File: src/rtl/vga_layer_compositor_pkg.sv
// Shared definitions for the VGA layer compositor: bus control-field offsets,
// brightness range and the fade controller state type.
package vga_layer_compositor_pkg;

    // Control bits sit directly above the RGB field: {vsync, hsync, vblnk, hblnk}.
    localparam int CTRL_W    = 4;
    localparam int HBLNK_OFS = 0;
    localparam int VBLNK_OFS = 1;
    localparam int HSYNC_OFS = 2;
    localparam int VSYNC_OFS = 3;

    localparam int          LEVEL_W    = 5;
    localparam logic [4:0]  LEVEL_FULL = 5'd16;
    localparam logic [4:0]  LEVEL_ZERO = 5'd0;

    typedef enum logic [1:0] {
        FADE_IDLE    = 2'd0,
        FADE_WAIT_FB = 2'd1,
        FADE_STEP    = 2'd2
    } fade_state_t;

    // One brightness step toward full (up=1) or black (up=0); callers stop at the target.
    function automatic logic [LEVEL_W-1:0] level_toward(input logic [LEVEL_W-1:0] lvl,
                                                        input logic up);
        return up ? lvl + 5'd1 : lvl - 5'd1;
    endfunction

endpackage

File: src/rtl/vga_layer_compositor_rgb_scale.sv
// Combinational brightness scaling of one colour channel: (c * level) >> 4.
module vga_layer_compositor_rgb_scale
    import vga_layer_compositor_pkg::*;
#(
    parameter int COLOR_W = 4
) (
    input  logic [COLOR_W-1:0] c_in,
    input  logic [LEVEL_W-1:0] level,
    output logic [COLOR_W-1:0] c_out
);

    logic [COLOR_W+4:0] prod;

    always_comb begin
        prod  = (COLOR_W+5)'(c_in) * (COLOR_W+5)'(level);
        c_out = COLOR_W'(prod >> 4);
    end

endmodule

File: src/rtl/vga_layer_compositor.sv
// Priority compositor of overlay layers onto a base VGA bus with a
// frame-synchronous brightness fade; two-stage pipeline (select, scale).
module vga_layer_compositor
    import vga_layer_compositor_pkg::*;
#(
    parameter int LAYERS           = 6,
    parameter int COLOR_W          = 4,
    parameter int FADE_STEP_FRAMES = 2
) (
    input  logic                            clk,
    input  logic                            rst_n,
    input  logic [3*COLOR_W+CTRL_W-1:0]     vga_bus_in,
    input  logic [LAYERS*3*COLOR_W-1:0]     layer_rgb,
    input  logic [LAYERS-1:0]               layer_valid,
    input  logic [LAYERS-1:0]               layer_en,
    input  logic                            fade_req,
    input  logic                            fade_dir,
    output logic [3*COLOR_W+CTRL_W-1:0]     vga_bus_out,
    output logic                            fade_busy,
    output logic                            fade_done,
    output logic [LEVEL_W-1:0]              level
);

    localparam int RGB_W = 3 * COLOR_W;
    localparam int CNT_W = $clog2(FADE_STEP_FRAMES + 1);

    logic                   vblnk_prev_q, vblnk_prev_d;
    logic                   fb;
    logic [LAYERS-1:0]      en_q, en_d;
    logic [RGB_W-1:0]       sel_rgb;
    logic [RGB_W-1:0]       s1_rgb_q, s1_rgb_d;
    logic [CTRL_W-1:0]      s1_ctrl_q, s1_ctrl_d;
    logic [RGB_W-1:0]       scaled_rgb;
    logic [RGB_W+CTRL_W-1:0] out_q, out_d;

    fade_state_t            state_q, state_d;
    logic                   dir_q, dir_d;
    logic [CNT_W-1:0]       cnt_q, cnt_d, cnt_inc;
    logic [LEVEL_W-1:0]     level_q, level_d, target;
    logic                   busy_q, busy_d;
    logic                   done_q, done_d;

    // Frame boundary = first cycle of vertical blanking.
    always_comb begin
        vblnk_prev_d = vga_bus_in[RGB_W+VBLNK_OFS];
        fb           = vga_bus_in[RGB_W+VBLNK_OFS] & ~vblnk_prev_q;
        en_d         = fb ? layer_en : en_q;
    end

    // Ascending scan with last-wins gives the highest enabled, valid layer priority.
    always_comb begin
        sel_rgb = vga_bus_in[RGB_W-1:0];
        for (int k = 0; k < LAYERS; k++) begin
            if (en_q[k] && layer_valid[k]) begin
                sel_rgb = layer_rgb[k*RGB_W +: RGB_W];
            end
        end
        s1_ctrl_d = vga_bus_in[RGB_W +: CTRL_W];
        s1_rgb_d  = (vga_bus_in[RGB_W+HBLNK_OFS] || vga_bus_in[RGB_W+VBLNK_OFS]) ? '0 : sel_rgb;
    end

    genvar gi;
    generate
        for (gi = 0; gi < 3; gi++) begin : g_scale
            vga_layer_compositor_rgb_scale #(
                .COLOR_W (COLOR_W)
            ) u_scale (
                .c_in  (s1_rgb_q[gi*COLOR_W +: COLOR_W]),
                .level (level_q),
                .c_out (scaled_rgb[gi*COLOR_W +: COLOR_W])
            );
        end
    endgenerate

    always_comb begin
        out_d = {s1_ctrl_q, scaled_rgb};
    end

    // Fade controller: level only moves on frame boundaries, so updates land in blanking.
    always_comb begin
        state_d = state_q;
        dir_d   = dir_q;
        cnt_d   = cnt_q;
        level_d = level_q;
        busy_d  = busy_q;
        done_d  = 1'b0;
        target  = dir_q ? LEVEL_FULL : LEVEL_ZERO;
        cnt_inc = cnt_q + 1'b1;
        case (state_q)
            FADE_IDLE: begin
                // A request coinciding with the done pulse is dropped.
                if (fade_req && !done_q) begin
                    dir_d   = fade_dir;
                    busy_d  = 1'b1;
                    state_d = FADE_WAIT_FB;
                end
            end
            FADE_WAIT_FB: begin
                if (fb) begin
                    cnt_d   = '0;
                    state_d = FADE_STEP;
                end
            end
            FADE_STEP: begin
                if (fb) begin
                    if (level_q == target) begin
                        done_d  = 1'b1;
                        busy_d  = 1'b0;
                        state_d = FADE_IDLE;
                    end else if (cnt_inc == CNT_W'(FADE_STEP_FRAMES)) begin
                        cnt_d   = '0;
                        level_d = level_toward(level_q, dir_q);
                    end else begin
                        cnt_d   = cnt_inc;
                    end
                end
            end
            default: state_d = FADE_IDLE;
        endcase
    end

    always_ff @(posedge clk or negedge rst_n) begin
        if (!rst_n) begin
            vblnk_prev_q <= 1'b0;
            en_q         <= '0;
            s1_rgb_q     <= '0;
            s1_ctrl_q    <= '0;
            out_q        <= '0;
            state_q      <= FADE_IDLE;
            dir_q        <= 1'b0;
            cnt_q        <= '0;
            level_q      <= LEVEL_FULL;
            busy_q       <= 1'b0;
            done_q       <= 1'b0;
        end else begin
            vblnk_prev_q <= vblnk_prev_d;
            en_q         <= en_d;
            s1_rgb_q     <= s1_rgb_d;
            s1_ctrl_q    <= s1_ctrl_d;
            out_q        <= out_d;
            state_q      <= state_d;
            dir_q        <= dir_d;
            cnt_q        <= cnt_d;
            level_q      <= level_d;
            busy_q       <= busy_d;
            done_q       <= done_d;
        end
    end

    assign vga_bus_out = out_q;
    assign fade_busy   = busy_q;
    assign fade_done   = done_q;
    assign level       = level_q;

endmodule

File: config.mk
export PLATFORM = sky130hd
export DESIGN_NAME = vga_layer_compositor
export DESIGN_NICKNAME = d
export VERILOG_FILES = /design/src/rtl/vga_layer_compositor_pkg.sv /design/src/rtl/vga_layer_compositor_rgb_scale.sv /design/src/rtl/vga_layer_compositor.sv
export SDC_FILE = /design/constraint.sdc
export NUM_CORES = 1
export LEC_CHECK = 0
export BUFFER_PORTS_ARGS = -buffer_cell sky130_fd_sc_hd__buf_2
export CELL_PAD_IN_SITES_DETAIL_PLACEMENT = 1
export CELL_PAD_IN_SITES_GLOBAL_PLACEMENT = 2
export CORE_UTILIZATION = 26
export CTS_BUF_LIST = sky130_fd_sc_hd__clkbuf_16
export DETAILED_ROUTE_END_ITERATION = 10
export GPL_TIMING_DRIVEN = 0
export MAX_ROUTING_LAYER = met4
export PLACE_DENSITY = 0.84
export SETUP_SLACK_MARGIN = 0.4
export SLEW_MARGIN = 20
export SYNTH_ARGS = -nofsm -noshare
export SYNTH_HDL_FRONTEND = slang
export SYNTH_SLANG_ARGS = --single-unit
File: constraint.sdc
create_clock -name clk -period 2.9 [get_ports clk]
set_clock_uncertainty 0.2 [all_clocks]
set_input_delay 0.435 -clock clk [delete_from_list [all_inputs] [get_ports clk]]
set_output_delay 0.435 -clock clk [all_outputs]
set_load 0.005 [all_outputs]
Yosys cells after proc, flatten, opt, wreduce, memory -nomap -nowiden

Cells that the tools add are included.
Widths: inputs -> output; s select.

Register bits: 51
Bits of input ports: 104
Word-level logic and storage cells: 72

$add $sub $neg: 3
Multiply operators: 3
Equality and inequality tests: 9
Muxes and demuxes: 26
Bitwise operators: 3
Reductions and logical operators: 17

Operator list:

| kind                | number |
|---|---|
| $mux 12             | 7 |
| $mul 4x5->8         | 3 |
| $mux 2              | 8 |
| $reduce_and 4->1    | 4 |
| $mux 5              | 2 |
| $ne 2x2->1 const B  | 5 |
| $logic_and 1x1->1   | 7 |
| $mux 1              | 6 |
| $pmux 2 s3          | 1 |
| $add 5x1->5 const B | 1 |
| $eq 5x5->1          | 1 |
| $sub 5x1->5 const B | 1 |
| $eq 2x2->1 const B  | 2 |
| $pmux 2 s2          | 1 |
| $reduce_bool 2->1   | 2 |
| $add 2x1->2 const B | 1 |
| $eq 2x1->1 const B  | 1 |
| $logic_not 2->1     | 1 |
| $not 1->1           | 2 |
| $pmux 1 s2          | 1 |
| $reduce_and 2->1    | 1 |
| $and 1x1->1         | 1 |
| $logic_not 1->1     | 1 |
| $logic_or 1x1->1    | 1 |

Longest topological paths before layout

Gate-level depths: netlist of run 1.

Depth after elaboration: 8
Mapped depth: 11

Cells and area by module

A second synthesis of run 1 with hierarchy kept.

Cell total of the unflattened synthesis: 395
Area total of the unflattened synthesis: 3761.1 um^2

By module, submodules not included:

| module                         | times used | cells each | area each (um^2) | sequential area each (um^2) |
|---|---|---|---|---|
| vga_layer_compositor           | 1          | 230        | 2349.8           | 1252.5 |
| vga_layer_compositor_rgb_scale | 3          | 55         | 470.5            | 0.0 |

Least setup slack after synthesis of run 1

OpenSTA, ideal clock, no wires.

Kind: register to register
From: register level_q[1] (netlist: level[1])
To: register out_q[11] (netlist: vga_bus_out[11])
Library setup time: 0.125 ns
Arrival time: 2.852 ns
Required time: 2.575 ns
Slack: -0.277 ns
Cell stages (with the launch flop): 12
Clock period less this slack: 3.177 ns
Path through: dfrtp_1 > clkbuf_1 > and2_1 > fa_1 > inv_1 > fa_1 > inv_1 > ha_1 > nand4_1 > o2111ai_1 > a21oi_1 > xnor2_1

Longest elaborated chain between the ends: 1

RTL lines:

| item                            | line                                 | text |
|---|---|---|
| start, declared                 | vga_layer_compositor.sv:39           | `logic [LEVEL_W-1:0] level_q, level_d, target;` |
| start signal, assigned          | vga_layer_compositor.sv:144          | `level_q <= level_d;` |
| $mul 4x5->8                     | vga_layer_compositor_rgb_scale.sv:15 | `prod = (COLOR_W+5)'(c_in) * (COLOR_W+5)'(level);` |
| via g_scale[2].u_scale.c_out[3] | vga_layer_compositor_rgb_scale.sv:9  | `output logic [COLOR_W-1:0] c_out` |
| end signal, assigned            | vga_layer_compositor.sv:140          | `out_q <= out_d;` |
| end, declared                   | vga_layer_compositor.sv:34           | `logic [RGB_W+CTRL_W-1:0] out_q, out_d;` |

The timed path passes the listed nets, and every way through them passes these cells.
A chain may end at the register's enable or synchronous reset.

Worst setup path in the final report of run 1

From: register level_q[1] (netlist: level[1])
To: register out_q[2] (netlist: vga_bus_out[2])

Longest elaborated chain between the ends: 1

RTL lines:

| item                            | line |
|---|---|
| $mul 4x5->8                     | vga_layer_compositor_rgb_scale.sv:15 |
| via g_scale[0].u_scale.c_out[2] | vga_layer_compositor_rgb_scale.sv:9 |

The timed path passes the listed nets, and every way through them passes these cells.

==> report_table.html, run 1 <==
<table>
<tr><th>Metric</th><th>Value</th></tr>
<tr><th colspan="2">Routing</th></tr>
<tr><td>DRC viols</td><td>0</td></tr>
<tr><td>WL final</td><td>around 13000 um</td></tr>
<tr><td>ANT nets after route</td><td>0</td></tr>
<tr><td>Post-DR wirelength/cell</td><td>16.5 um</td></tr>
<tr><td>Iteration count of the initial detailed-routing pass</td><td>4</td></tr>
<tr><td>DR vias</td><td>~3700</td></tr>
<tr><td>Number of vias per cell after detailed routing</td><td>4.87</td></tr>
<tr><td>Number of design-rule violations left by the first detailed-router iteration</td><td>roughly 140</td></tr>
<tr><th colspan="2">Timing</th></tr>
<tr><td>Max frequency</td><td>around 330 MHz</td></tr>
<tr><td>Unrepaired setup endpoints after global routing</td><td>true</td></tr>
<tr><td>Max-slew violations</td><td>0</td></tr>
<tr><td>Slew headroom</td><td>56.6%</td></tr>
<tr><td>Finish-stage setup viols</td><td>3</td></tr>
<tr><td>Fin. Hold Viols</td><td>0</td></tr>
<tr><td>Final sum of negative setup slack</td><td>-0.303 ns</td></tr>
<tr><td>Worst hold-check slack</td><td>approximately 0.033 ns</td></tr>
<tr><td>Worst Tran Pin Value</td><td>0.652 ns</td></tr>
<tr><td>PnR worst setup slack</td><td>-0.136 ns</td></tr>
<tr><td>Post-route minimum period</td><td>3.04 ns</td></tr>
<tr><td>Final period utilization</td><td>105%</td></tr>
<tr><th colspan="2">Setup path</th></tr>
<tr><td>Critical path data required time</td><td>2.93 ns</td></tr>
<tr><td>Maximum single-stage delay on the critical path</td><td>slightly above 0.5 ns</td></tr>
<tr><td>Crit. End Element</td><td>flip-flop</td></tr>
<tr><td>Biggest fanout along the worst timing path</td><td>5</td></tr>
<tr><td>Cells on worst reg2reg path</td><td>11</td></tr>
<tr><td>Reg-to-Reg End</td><td>vga_bus_out[2]</td></tr>
<tr><td>Most repeated library cell on the critical path</td><td>fa_1</td></tr>
<tr><td>Type of the worst setup path</td><td>flip-flop to flip-flop</td></tr>
<tr><td>Startpoint type of the worst setup path</td><td>flip-flop</td></tr>
<tr><td>Worst-case register-to-register setup slack</td><td>-0.14 ns</td></tr>
<tr><td>Worst Path Arrival</td><td>about 3.1 ns</td></tr>
<tr><td>Cells along the critical path</td><td>clkbuf_16 &gt; nand2_2 &gt; fa_1 &gt; inv_1 &gt; fa_1 &gt; ha_1 &gt; nand4_1 &gt; buf_4 &gt; o2111ai_4 &gt; buf_6 &gt; xor2_1</td></tr>
<tr><td>Worst reg2reg path startpoint</td><td>level[1]</td></tr>
<tr><td>Worst path slowest cell</td><td>fa_1</td></tr>
<tr><th colspan="2">Power and ir drop</th></tr>
<tr><td>Pwr Total</td><td>about 3000 uW</td></tr>
<tr><td>Max rail drop VDD</td><td>about 0.00024 V</td></tr>
<tr><td>Leakage power</td><td>0.00277 uW</td></tr>
<tr><td>Power density over cell area</td><td>approximately 570 mW/mm^2</td></tr>
<tr><th colspan="2">GRT</th></tr>
<tr><td>Number of global-route vias before repair</td><td>4104</td></tr>
<tr><td>Maximum number of pins on one net before global-route repair</td><td>51</td></tr>
<tr><td>Total GRT Usage</td><td>a little under a fifth</td></tr>
<tr><td>Number of antenna violations at the first check in global routing</td><td>0</td></tr>
<tr><td>First-pass GRT wire length</td><td>between 20000 and 25000 um</td></tr>
<tr><td>Overall overflow remaining after global route</td><td>0</td></tr>
<tr><th colspan="2">Place</th></tr>
<tr><td>Routability congestion estimate from global placement</td><td>around 0.8</td></tr>
<tr><td>DP HPWL</td><td>about 10000 um</td></tr>
<tr><td>Count of port buffers added during placement</td><td>approximately 130</td></tr>
<tr><td>Instance area at placement</td><td>0.00477 sq mm</td></tr>
<tr><td>Worst slack at placement</td><td>-0.292 ns</td></tr>
<tr><th colspan="2">Floorplan</th></tr>
<tr><td>Top-level I/O count</td><td>between 100 and 150</td></tr>
<tr><td>Die outline width</td><td>between 100 and 150 um</td></tr>
<tr><td>Core Region</td><td>0.0140 sq mm</td></tr>
<tr><td>Vert. Die Dim</td><td>122 um</td></tr>
<tr><td>Die area</td><td>approximately 0.015 sq mm</td></tr>
<tr><td>Initial standard-cell utilization of the core</td><td>a little over a quarter</td></tr>
<tr><td>Site Rows</td><td>43</td></tr>
<tr><th colspan="2">CTS</th></tr>
<tr><td>CTS clk-pin slew, worst paths</td><td>0.07 ns</td></tr>
<tr><td>H-tree level count</td><td>2</td></tr>
<tr><td>Number of sinks driven by the clock tree</td><td>50</td></tr>
<tr><td>TritonCTS clock tree</td><td>built</td></tr>
<tr><td>Number of buffers added by the clock tree synthesis step</td><td>5</td></tr>
<tr><td>Maximum clock insertion buffer count</td><td>2</td></tr>
<tr><td>CTS root buffer</td><td>clkbuf_16</td></tr>
<tr><td>Worst-skew pair later-pin latency</td><td>approximately 0.31 ns</td></tr>
<tr><th colspan="2">Flow run</th></tr>
<tr><td>Count of max-cap constraint violations</td><td>0</td></tr>
<tr><th colspan="2">Synth</th></tr>
<tr><td>Library cell occupying the most area in the post-synthesis netlist</td><td>dfrtp_1</td></tr>
<tr><td>Gate Count Post-Synth</td><td>428</td></tr>
<tr><td>Syn Area/Cell</td><td>8.78 sq um</td></tr>
<tr><td>Share of flip-flops with an asynchronous set or reset after synthesis</td><td>100%</td></tr>
<tr><td>Sequential area share after synthesis</td><td>~33%</td></tr>
<tr><td>EDFF count, synth</td><td>0</td></tr>
<tr><td>Area fraction of the dominant cell type after synthesis</td><td>roughly a third</td></tr>
<tr><td>Ys flop type</td><td>dfrtp_1</td></tr>
<tr><td>Count of unique library cells instantiated by Yosys</td><td>38</td></tr>
<tr><td>Post-synth net total</td><td>~580</td></tr>
<tr><td>Synthesized area</td><td>about 0.0038 sq mm</td></tr>
<tr><td>Count of yosys warnings during synthesis</td><td>0</td></tr>
<tr><td>Synthesis-stage register bit count</td><td>50</td></tr>
<tr><td>Largest cells by area after synthesis</td><td>dfrtp_1, ha_1, fa_1</td></tr>
<tr><th colspan="2">Outcome</th></tr>
<tr><td>Violated checks</td><td>setup timing</td></tr>
<tr><td>Outcome</td><td>complete, but fails checks</td></tr>
<tr><th colspan="2">Layout</th></tr>
<tr><td>Storage cell area</td><td>approximately 0.0013 sq mm</td></tr>
<tr><td>Design Area, Final</td><td>roughly 0.0053 sq mm</td></tr>
<tr><td>Area growth from synthesis to final layout</td><td>40.0%</td></tr>
<tr><td>Fill cell total of the finished layout</td><td>~1700</td></tr>
<tr><td>Nets@finish</td><td>736</td></tr>
<tr><td>Proportion of layout cells with a drive suffix above 1</td><td>36.1%</td></tr>
<tr><td>Multi-input combinational cell area</td><td>approximately 0.0025 sq mm</td></tr>
<tr><td>Count of inserted antenna diode cells</td><td>0</td></tr>
<tr><th colspan="2">Worst hold path</th></tr>
<tr><td>Cell count of the worst hold path</td><td>1</td></tr>
<tr><td>Beginning of the worst hold path</td><td>vga_bus_in[15]</td></tr>
<tr><td>WHS Endpoint</td><td>s1_ctrl_q[3]</td></tr>
<tr><td>Hold Crit Class</td><td>primary input to flip-flop</td></tr>
</table>
-- power breakdown --
part           switching (uW)  total (uW)  internal, uW
registers                 113         933           820
logic                     752        1440           687
clock network             296         621           325
total                    1160        2990          1830
-- cell usage in the layout (no fill, tap or decap), types with 6 or more instances in the layout --
cell type and instances:
clkbuf_1 13, a31oi_1 12, nand2_2 9, nor3_1 13, xor2_1 10, and3_1 13
nand3_1 17, clkbuf_16 7, fa_1 16, ha_1 23, dfrtp_1 45, nand2_1 60
ha_4 7, o21ai_0 16, nor2_1 16, buf_4 22, a211oi_1 12, inv_1 21
or4_1 12, nand4_1 6, buf_2 129, and2_1 22, a21oi_1 18, xnor2_1 11
-- per-stage QoR --
| stage | std cells | utilization [%] |
|---|---|---|
| global route | 767 | 37.6 |
| CTS | 766 | 37.2 |
| detailed placement | 734 | 34.1 |
| global placement | 734 | 34.1 |
| finish | 767 | 37.6 |
| floorplan | 428 | - |
-- synthesized netlist by cell type (all sizes together) (2+ instances only) --
library cell and number:
nand2 73, dfrtp 49, ha 30, and2 24, inv 24, a21oi 22, clkbuf 18, nand3 17
fa 16, nor2 16, o21ai 16, and3 13, nor3 13, or4 13, a211oi 12, a31oi 12
xnor2 12, xor2 11, nand4 6, buf 4, mux2 3, o2111ai 3, o21bai 3, o22ai 3
nor2b 2, nor3b 2
-- critical path, delay by kind of cell (launching register included) --
family                     cells  cell delay (ns)
buffers and inverters          4             0.55
AOI/OAI and AO/OA              1             0.22
DFF                            1             0.42
and+or+nand+nor                2             0.23
adders and majority gates      3             1.22
xor gates and xnor gates       1             0.12
-- state kept, by name, indices dropped and copies added, names as in the netlist --
signal	count
cnt_q	2
dir_q	1
en_q	6
fade_busy	1
fade_done	1
level	5
s1_ctrl_q	4
s1_rgb_q	12
state_q	2
vga_bus_out	16
-- worst max path at each step --
stage,endpoint,depth (start not counted),start
floorplan,vga_bus_out[11],11,level[3]
global placement,vga_bus_out[1],10,level[2]
detailed placement,vga_bus_out[7],10,level[1]
CTS,vga_bus_out[11],11,level[3]
global route,vga_bus_out[3],11,level[0]
finish,vga_bus_out[2],11,level[1]
-- repair_timing --
item | in CTS | in global routing
hold buffers | 1 | 0
gates resized for setup | 15 | 10
buffers inserted | 21 | 1
pin swaps | 32 | 9
setup endpoints to repair | 12 | 12
hold endpoints to repair | 49 | 0
gates cloned | 2 | 0
-- logic make-up after synthesis --
logic type	share of synthesized area, %
and+or+nand+nor	24.0
AOI/OAI and AO/OA	13.1
DFF	33.3
buffers and inverters	4.73
adders and majority gates	18.5
xor gates and xnor gates	5.36
muxes	0.899
-- layer usage --
layer	wire length, um	track usage [%]	up-vias
met2	6530	32.5	110
met3	709	3.30	16
li1	-	-	1799
met5	0	-	-
met1	5210	20.4	1809
met4	218	6.17	0
-- layout make-up --
| cell class | count | share of cell area, % |
|---|---|---|
| buffer | 22 | 3.09 |
| sequential | 50 | 23.9 |
| inverter | 24 | 1.71 |
| timing repair buffer | 151 | 16.0 |
| clock buffer | 5 | 2.38 |
| clock inverter | 3 | 0.475 |
| tap | 180 | 4.28 |
| multi-input combinational | 332 | 48.2 |
Power figures use the tool's default switching activity.
==> run 2: changes to the inputs <==
--- a/config.mk
+++ b/config.mk
@@ -14,7 +14,7 @@
 export GPL_TIMING_DRIVEN = 0
 export MAX_ROUTING_LAYER = met4
 export PLACE_DENSITY = 0.84
-export SETUP_SLACK_MARGIN = 0.4
+export REMOVE_ABC_BUFFERS = 1
 export SLEW_MARGIN = 20
 export SYNTH_ARGS = -nofsm -noshare
 export SYNTH_HDL_FRONTEND = slang
==> run 2 against run 1 <==
The flow still finishes with violations (setup timing). Hold slack improved by 0.0063 ns. Register-to-register slack improved by 0.10 ns. Sequential power increased by 5.3%. Setup slack improved by 0.10 ns. Sequential cell count unchanged. Routed wire length decreased by 2.4%. Power decreased by 3.4%. Global-route usage decreased by 0.49 points. Largest power group unchanged.
==> report_table.html, run 2 (synthesis gave the netlist of run 1 again) <==
<table>
<tr><th>Metric</th><th>Value</th></tr>
<tr><th colspan="2">Outcome</th></tr>
<tr><td>Outcome</td><td>complete, but fails checks</td></tr>
<tr><td>Violated checks</td><td>setup timing</td></tr>
<tr><th colspan="2">Routing</th></tr>
<tr><td>DR vias</td><td>approximately 3600</td></tr>
<tr><td>Number of design-rule violations left by the first detailed-router iteration</td><td>127</td></tr>
<tr><td>Number of vias per cell after detailed routing</td><td>4.85</td></tr>
<tr><td>Iteration count of the initial detailed-routing pass</td><td>4</td></tr>
<tr><td>DRC viols</td><td>0</td></tr>
<tr><td>Post-DR wirelength/cell</td><td>about 17 um</td></tr>
<tr><td>WL final</td><td>~12000 um</td></tr>
<tr><td>ANT nets after route</td><td>0</td></tr>
<tr><th colspan="2">Timing</th></tr>
<tr><td>Finish-stage setup viols</td><td>5</td></tr>
<tr><td>Final period utilization</td><td>101%</td></tr>
<tr><td>Worst Tran Pin Value</td><td>0.795 ns</td></tr>
<tr><td>PnR worst setup slack</td><td>-0.0347 ns</td></tr>
<tr><td>Slew headroom</td><td>between 40% and 50%</td></tr>
<tr><td>Max frequency</td><td>roughly 340 MHz</td></tr>
<tr><td>Post-route minimum period</td><td>2.93 ns</td></tr>
<tr><td>Unrepaired setup endpoints after global routing</td><td>true</td></tr>
<tr><td>Fin. Hold Viols</td><td>0</td></tr>
<tr><td>Max-slew violations</td><td>0</td></tr>
<tr><th colspan="2">Worst hold path</th></tr>
<tr><td>Cell count of the worst hold path</td><td>1</td></tr>
<tr><td>WHS Endpoint</td><td>s1_ctrl_q[2]</td></tr>
<tr><td>Beginning of the worst hold path</td><td>vga_bus_in[14]</td></tr>
<tr><td>Hold Crit Class</td><td>primary input to flip-flop</td></tr>
<tr><th colspan="2">GRT</th></tr>
<tr><td>First-pass GRT wire length</td><td>around 20000 um</td></tr>
<tr><td>Total GRT Usage</td><td>between 10% and 20%</td></tr>
<tr><td>Overall overflow remaining after global route</td><td>0</td></tr>
<tr><td>Number of global-route vias before repair</td><td>~4000</td></tr>
<tr><td>Number of antenna violations at the first check in global routing</td><td>0</td></tr>
<tr><td>Maximum number of pins on one net before global-route repair</td><td>51</td></tr>
<tr><th colspan="2">Flow run</th></tr>
<tr><td>Count of max-cap constraint violations</td><td>0</td></tr>
<tr><th colspan="2">Place</th></tr>
<tr><td>Routability congestion estimate from global placement</td><td>0.795</td></tr>
<tr><td>DP HPWL</td><td>a little over 9000 um</td></tr>
<tr><td>Count of port buffers added during placement</td><td>roughly 130</td></tr>
<tr><td>Instance area at placement</td><td>between 0.004 and 0.005 sq mm</td></tr>
<tr><td>Worst slack at placement</td><td>-0.576 ns</td></tr>
<tr><th colspan="2">Floorplan</th></tr>
<tr><td>Top-level I/O count</td><td>about 130</td></tr>
<tr><td>Die outline width</td><td>122 um</td></tr>
<tr><td>Initial standard-cell utilization of the core</td><td>~27%</td></tr>
<tr><td>Core Region</td><td>approximately 0.014 sq mm</td></tr>
<tr><td>Vert. Die Dim</td><td>122 um</td></tr>
<tr><td>Site Rows</td><td>43</td></tr>
<tr><td>Die area</td><td>~0.015 sq mm</td></tr>
<tr><th colspan="2">Setup path</th></tr>
<tr><td>Cells on worst reg2reg path</td><td>10</td></tr>
<tr><td>Worst-case register-to-register setup slack</td><td>-0.03 ns</td></tr>
<tr><td>Worst reg2reg path startpoint</td><td>level[1]</td></tr>
<tr><td>Worst Path Arrival</td><td>2.96 ns</td></tr>
<tr><td>Startpoint type of the worst setup path</td><td>flip-flop</td></tr>
<tr><td>Critical path data required time</td><td>about 3 ns</td></tr>
<tr><td>Crit. End Element</td><td>flip-flop</td></tr>
<tr><td>Type of the worst setup path</td><td>flip-flop to flip-flop</td></tr>
<tr><td>Reg-to-Reg End</td><td>vga_bus_out[6]</td></tr>
<tr><td>Biggest fanout along the worst timing path</td><td>5</td></tr>
<tr><th colspan="2">CTS</th></tr>
<tr><td>Worst-skew pair later-pin latency</td><td>roughly 0.3 ns</td></tr>
<tr><td>H-tree level count</td><td>2</td></tr>
<tr><td>Maximum clock insertion buffer count</td><td>2</td></tr>
<tr><td>TritonCTS clock tree</td><td>built</td></tr>
<tr><td>Number of sinks driven by the clock tree</td><td>50</td></tr>
<tr><td>Number of buffers added by the clock tree synthesis step</td><td>5</td></tr>
<tr><td>CTS clk-pin slew, worst paths</td><td>approximately 0.070 ns</td></tr>
<tr><td>CTS root buffer</td><td>clkbuf_16</td></tr>
<tr><th colspan="2">Layout</th></tr>
<tr><td>Design Area, Final</td><td>0.00506 sq mm</td></tr>
<tr><td>Number of flip-flops under the largest register name</td><td>16</td></tr>
<tr><td>Proportion of layout cells with a drive suffix above 1</td><td>around 34%</td></tr>
<tr><td>Most common cell after layout, fill and taps aside</td><td>buf_2</td></tr>
<tr><td>Commonest non-fill, non-tap cells in the layout</td><td>buf_2, nand2_1, dfrtp_1</td></tr>
<tr><td>Area growth from synthesis to final layout</td><td>34.8%</td></tr>
<tr><td>Nets@finish</td><td>~700</td></tr>
<tr><td>Count of inserted antenna diode cells</td><td>0</td></tr>
<tr><th colspan="2">Power and ir drop</th></tr>
<tr><td>Switch Pwr</td><td>1120 uW</td></tr>
<tr><td>P_int</td><td>between 1500 and 2000 uW</td></tr>
<tr><td>Max rail drop VDD</td><td>approximately 0.00026 V</td></tr>
<tr><td>Leakage power</td><td>about 0.0027 uW</td></tr>
<tr><td>Sequential Power Share</td><td>approximately a third</td></tr>
<tr><td>Switching Share</td><td>38.9%</td></tr>
<tr><td>Share of power burned in combinational logic</td><td>44.4%</td></tr>
<tr><td>Part of the power in the clock network</td><td>between 20% and 30%</td></tr>
<tr><td>Power density over cell area</td><td>571 mW/mm^2</td></tr>
</table>
[run 2: cell count changes in the layout (fill, tap and decap cells not counted), sizes merged]
cell and change:
clkbuf -17, buf -4, clkinvlp -1, inv +1
[run 2: power by group through the flow]
stage / registers [uW] / logic (uW) / clock network, uW
5_1_grt: 1000 / 1420 / 671
3_3_place_gp: 1070 / 867 / 0
6_report: 982 / 1280 / 624
3_5_place_dp: 1070 / 913 / 0
2_1_floorplan: 986 / 598 / 0
4_1_cts: 982 / 1260 / 650
[run 2: through the flow]
step / TNS (ns) / hold WS (ns) / power (uW) / instances / util, %
floorplan: -0.509 / -0.0606 / 1580 / 406 / -
global placement: -3.58 / 0.132 / 1930 / 712 / 32.4
detailed placement: -4.46 / 0.138 / 1990 / 712 / 32.4
CTS: -0.0874 / 0.0316 / 2900 / 745 / 35.9
global route: -1.17 / 0.0320 / 3090 / 746 / 36.2
finish: -0.0850 / 0.0394 / 2890 / 746 / 36.2
[run 2: cell type report]
type / count / area [sq um]
multi-input cells: 332 / 2470
flip-flops and latches: 50 / 1260
well taps: 180 / 225
clock buffers: 5 / 125
inverters: 24 / 90.1
fillers: 1696 / 8920
clock inverters: 3 / 28.8
repair buffers: 152 / 858
[run 2: repair_timing]
action | 4_1_cts | 5_1_grt
buffers inserted | 24 | 1
hold buffers | 1 | 0
endpoints found under the setup margin | 12 | 12
pin swaps | 25 | 14
cloned | 0 | 0
resized for setup | 32 | 8
hold endpoints to repair | 24 | 0
[run 2: layer usage]
layer | GRT usage, % | vias to the layer above | wire, um
met3 | 2.60 | 11 | 532
met2 | 31.9 | 104 | 6380
met4 | 4.04 | 0 | 137
li1 | - | 1753 | -
met1 | 20.8 | 1749 | 5320
met5 | - | - | 0
[run 2: worst max-delay path by stage]
stage	start	endpoint	slack, ns	cells after the start
3_3_place_gp	level[1]	vga_bus_out[11]	-0.48	10
6_report	level[1]	vga_bus_out[6]	-0.03	10
3_5_place_dp	level[1]	vga_bus_out[11]	-0.58	10
5_1_grt	level[1]	vga_bus_out[6]	-0.17	10
2_1_floorplan	level[1]	vga_bus_out[11]	-0.19	10
4_1_cts	level[2]	vga_bus_out[10]	-0.03	10
[run 2: worst max-delay path, stage by stage, from the launching register on]
cell and delay (ns):
dfrtp_4 0.52, buf_12 0.15, nand2_2 0.06, fa_1 0.42, fa_1 0.49, inv_1 0.06
ha_4 0.27, nand4_1 0.12, o2111ai_2 0.28, buf_4 0.16, xor2_1 0.13
==> run 3: changes to the inputs <==
--- a/config.mk
+++ b/config.mk
@@ -8,6 +8,7 @@
 export BUFFER_PORTS_ARGS = -buffer_cell sky130_fd_sc_hd__buf_2
 export CELL_PAD_IN_SITES_DETAIL_PLACEMENT = 1
 export CELL_PAD_IN_SITES_GLOBAL_PLACEMENT = 2
+export CORE_ASPECT_RATIO = 0.7
 export CORE_UTILIZATION = 26
 export CTS_BUF_LIST = sky130_fd_sc_hd__clkbuf_16
 export DETAILED_ROUTE_END_ITERATION = 10
==> run 3 against run 2 <==
The flow finishes with violations (hold timing, setup timing). Routed wire length is 1.7% higher. Clock power hardly changed. Sequential share of layout area is 0.32 points higher. Setup slack worse by 0.057 ns. Die area hardly changed.
==> report_table.html, run 3 (synthesis gave the netlist of run 1 again) <==
<table>
<tr><th>Metric</th><th>Value</th></tr>
<tr><th colspan="2">GRT</th></tr>
<tr><td>First-pass GRT wire length</td><td>roughly 20000 um</td></tr>
<tr><td>Met1 track demand over resource</td><td>a little over a fifth</td></tr>
<tr><td>Overall overflow remaining after global route</td><td>0</td></tr>
<tr><td>Number of antenna violations at the first check in global routing</td><td>0</td></tr>
<tr><td>Maximum number of pins on one net before global-route repair</td><td>51</td></tr>
<tr><td>Met2 demand-to-capacity share in global routing</td><td>29.9%</td></tr>
<tr><td>Number of global-route vias before repair</td><td>slightly below 4000</td></tr>
<tr><td>Most used routing layer in global routing</td><td>met2</td></tr>
<tr><td>Met3 GRT Util</td><td>roughly 3.5%</td></tr>
<tr><td>Total GRT Usage</td><td>17.4%</td></tr>
<tr><th colspan="2">Setup path</th></tr>
<tr><td>Cells along the critical path</td><td>buf_4 &gt; nand2_1 &gt; fa_1 &gt; inv_1 &gt; fa_1 &gt; ha_1 &gt; nand4_1 &gt; o21bai_1 &gt; a21oi_1 &gt; xnor2_1</td></tr>
<tr><td>Maximum single-stage delay on the critical path</td><td>0.50 ns</td></tr>
<tr><td>Critical path data required time</td><td>2.89 ns</td></tr>
<tr><td>Worst-case register-to-register setup slack</td><td>-0.09 ns</td></tr>
<tr><td>Worst reg2reg path startpoint</td><td>level[2]</td></tr>
<tr><td>Most repeated library cell on the critical path</td><td>fa_1</td></tr>
<tr><td>Biggest fanout along the worst timing path</td><td>7</td></tr>
<tr><td>Worst Path Arrival</td><td>roughly 3 ns</td></tr>
<tr><td>Crit. End Element</td><td>flip-flop</td></tr>
<tr><td>Worst path slowest cell</td><td>fa_1</td></tr>
<tr><td>Largest delay share family, worst path</td><td>adder cells</td></tr>
<tr><td>Type of the worst setup path</td><td>flip-flop to flip-flop</td></tr>
<tr><td>Reg-to-Reg End</td><td>vga_bus_out[1]</td></tr>
<tr><td>Combined buffer and inverter count along the critical path</td><td>2</td></tr>
<tr><td>Startpoint type of the worst setup path</td><td>flip-flop</td></tr>
<tr><td>Cells on worst reg2reg path</td><td>10</td></tr>
<tr><th colspan="2">CTS</th></tr>
<tr><td>Number of buffers added by the clock tree synthesis step</td><td>5</td></tr>
<tr><td>CTS clk-pin slew, worst paths</td><td>~0.080 ns</td></tr>
<tr><td>CTS root buffer</td><td>clkbuf_16</td></tr>
<tr><td>Number of sinks driven by the clock tree</td><td>50</td></tr>
<tr><td>H-tree level count</td><td>2</td></tr>
<tr><td>TritonCTS clock tree</td><td>built</td></tr>
<tr><td>Worst-skew pair later-pin latency</td><td>approximately 0.3 ns</td></tr>
<tr><td>Maximum clock insertion buffer count</td><td>2</td></tr>
<tr><th colspan="2">Layout</th></tr>
<tr><td>Design Area, Final</td><td>0.00500 sq mm</td></tr>
<tr><td>Proportion of layout cells with a drive suffix above 1</td><td>32.4%</td></tr>
<tr><td>Count of inserted antenna diode cells</td><td>0</td></tr>
<tr><td>Storage cell area</td><td>between 0.001 and 0.0015 sq mm</td></tr>
<tr><td>Fill cell total of the finished layout</td><td>~1700</td></tr>
<tr><td>Most common cell after layout, fill and taps aside</td><td>buf_2</td></tr>
<tr><td>Nets@finish</td><td>slightly above 700</td></tr>
<tr><td>Number of flip-flops under the largest register name</td><td>16</td></tr>
<tr><td>Commonest non-fill, non-tap cells in the layout</td><td>buf_2, nand2_1, dfrtp_1</td></tr>
<tr><td>Multi-input combinational cell area</td><td>~0.0024 sq mm</td></tr>
<tr><td>Area growth from synthesis to final layout</td><td>33.1%</td></tr>
<tr><td>Share of the core filled with cells in the final layout</td><td>35.7%</td></tr>
<tr><th colspan="2">Routing</th></tr>
<tr><td>DR vias</td><td>3666</td></tr>
<tr><td>WL final</td><td>between 10000 and 15000 um</td></tr>
<tr><td>ANT nets after route</td><td>0</td></tr>
<tr><td>Iteration count of the initial detailed-routing pass</td><td>4</td></tr>
<tr><td>Number of design-rule violations left by the first detailed-router iteration</td><td>between 100 and 150</td></tr>
<tr><td>Post-DR wirelength/cell</td><td>16.7 um</td></tr>
<tr><td>Number of vias per cell after detailed routing</td><td>4.86</td></tr>
<tr><td>DRC viols</td><td>0</td></tr>
<tr><th colspan="2">Place</th></tr>
<tr><td>Count of port buffers added during placement</td><td>between 100 and 150</td></tr>
<tr><td>DP HPWL</td><td>roughly 9400 um</td></tr>
<tr><td>Routability congestion estimate from global placement</td><td>around 0.81</td></tr>
<tr><td>Instance area at placement</td><td>about 0.0045 sq mm</td></tr>
<tr><th colspan="2">Timing</th></tr>
<tr><td>Worst Tran Pin Value</td><td>roughly 0.84 ns</td></tr>
<tr><td>Worst hold-check slack</td><td>-0.0374 ns</td></tr>
<tr><td>Unrepaired setup endpoints after global routing</td><td>true</td></tr>
<tr><td>Post-route minimum period</td><td>roughly 3 ns</td></tr>
<tr><td>Fin. Hold Viols</td><td>between 40 and 50</td></tr>
<tr><td>Finish-stage setup viols</td><td>8</td></tr>
<tr><td>PnR worst setup slack</td><td>-0.0919 ns</td></tr>
<tr><td>Final period utilization</td><td>103%</td></tr>
<tr><td>Slew headroom</td><td>approximately 44%</td></tr>
<tr><td>Max-slew violations</td><td>0</td></tr>
<tr><td>Max frequency</td><td>around 330 MHz</td></tr>
<tr><th colspan="2">Outcome</th></tr>
<tr><td>Outcome</td><td>complete, but fails checks</td></tr>
<tr><td>Violated checks</td><td>hold timing, setup timing</td></tr>
<tr><th colspan="2">Power and ir drop</th></tr>
<tr><td>Max rail drop VDD</td><td>between 0.0002 and 0.0003 V</td></tr>
<tr><td>Pwr Total</td><td>2870 uW</td></tr>
<tr><td>Power density over cell area</td><td>~570 mW/mm^2</td></tr>
<tr><td>Part of the power in the clock network</td><td>between 20 and 25%</td></tr>
<tr><td>Sequential Power Share</td><td>between 30 and 40%</td></tr>
<tr><td>Leakage power</td><td>roughly 0.0027 uW</td></tr>
<tr><td>Share of power burned in combinational logic</td><td>between 40% and 50%</td></tr>
<tr><td>Switch Pwr</td><td>about 1100 uW</td></tr>
<tr><td>Switching Share</td><td>39.0%</td></tr>
<tr><td>P_int</td><td>approximately 1700 uW</td></tr>
<tr><th colspan="2">Floorplan</th></tr>
<tr><td>Site Rows</td><td>36</td></tr>
<tr><td>Die area</td><td>0.0149 sq mm</td></tr>
<tr><td>Top-level I/O count</td><td>127</td></tr>
<tr><td>Core Region</td><td>~0.014 sq mm</td></tr>
<tr><td>Initial standard-cell utilization of the core</td><td>a little over a quarter</td></tr>
<tr><td>Vert. Die Dim</td><td>slightly above 100 um</td></tr>
<tr><td>Die outline width</td><td>roughly 150 um</td></tr>
<tr><th colspan="2">Flow run</th></tr>
<tr><td>Count of max-cap constraint violations</td><td>0</td></tr>
<tr><th colspan="2">Worst hold path</th></tr>
<tr><td>Hold Crit Class</td><td>primary input to asynchronous set/reset pin</td></tr>
</table>
## run 3: cell types whose count changed in the layout (fill, tap and decap cells not counted), sizes merged
cell	change
clkinvlp	+2
inv	-1
clkinv	-1
buf	-1
dlygate4sd3	-1
## run 3: how the worst max path moves through the flow
stage,startpoint,end,depth (start not counted)
finish,level[2],vga_bus_out[1],10
detailed placement,level[1],vga_bus_out[11],10
global route,level[2],vga_bus_out[1],10
CTS,level[2],vga_bus_out[11],10
global placement,level[1],vga_bus_out[11],10
floorplan,level[1],vga_bus_out[11],10
## run 3: per-layer routing
metal  part of all wire, %  wire [um]
met5                     0          0
met4                  0.38         48
met3                   3.7        464
met2                    49       6180
met1                    47       5890
## run 3: layout make-up
| type | count | share of cell area (%) |
|---|---|---|
| Timing Repair Buffer | 150 | 16.8 |
| Clock buffer | 5 | 2.50 |
| Multi-Input combinational cell | 332 | 48.4 |
| Sequential cell | 50 | 25.3 |
| Clock inverter | 3 | 0.475 |
| Inverter | 24 | 1.80 |
| Tap cell | 190 | 4.75 |
## run 3: worst reg2reg max path: cells and delay by family, from the launching register on
family,cells,cell delay (ns)
xor gates and xnor gates,1,0.13
DFF,1,0.47
AOI/OAI and AO/OA,2,0.36
and+or+nand+nor,2,0.24
buffers and inverters,2,0.22
adders and majority gates,3,1.26
## run 3: timing repair
| item | in CTS | in global routing |
|---|---|---|
| buffers inserted | 23 | 1 |
| setup endpoints to repair | 12 | 12 |
| hold buffers | 0 | 0 |
| gates resized for setup | 20 | 3 |
| pin swaps | 20 | 7 |
## run 3: power by group through the flow
stage	combinational, uW	sequential, uW	clock [uW]
global placement	866	1070	0
finish	1260	988	622
floorplan	598	986	0
global route	1410	1010	670
detailed placement	916	1080	0
CTS	1240	988	645
## run 3: through the flow
step	instances	setup WS (ns)	TNS, ns
after floorplan	406	-0.194	-0.509
after global placement	722	-0.533	-3.89
after detailed placement	722	-0.562	-4.51
after CTS	753	-0.0958	-0.339
after global routing	754	-0.193	-1.88
final	754	-0.0919	-0.430
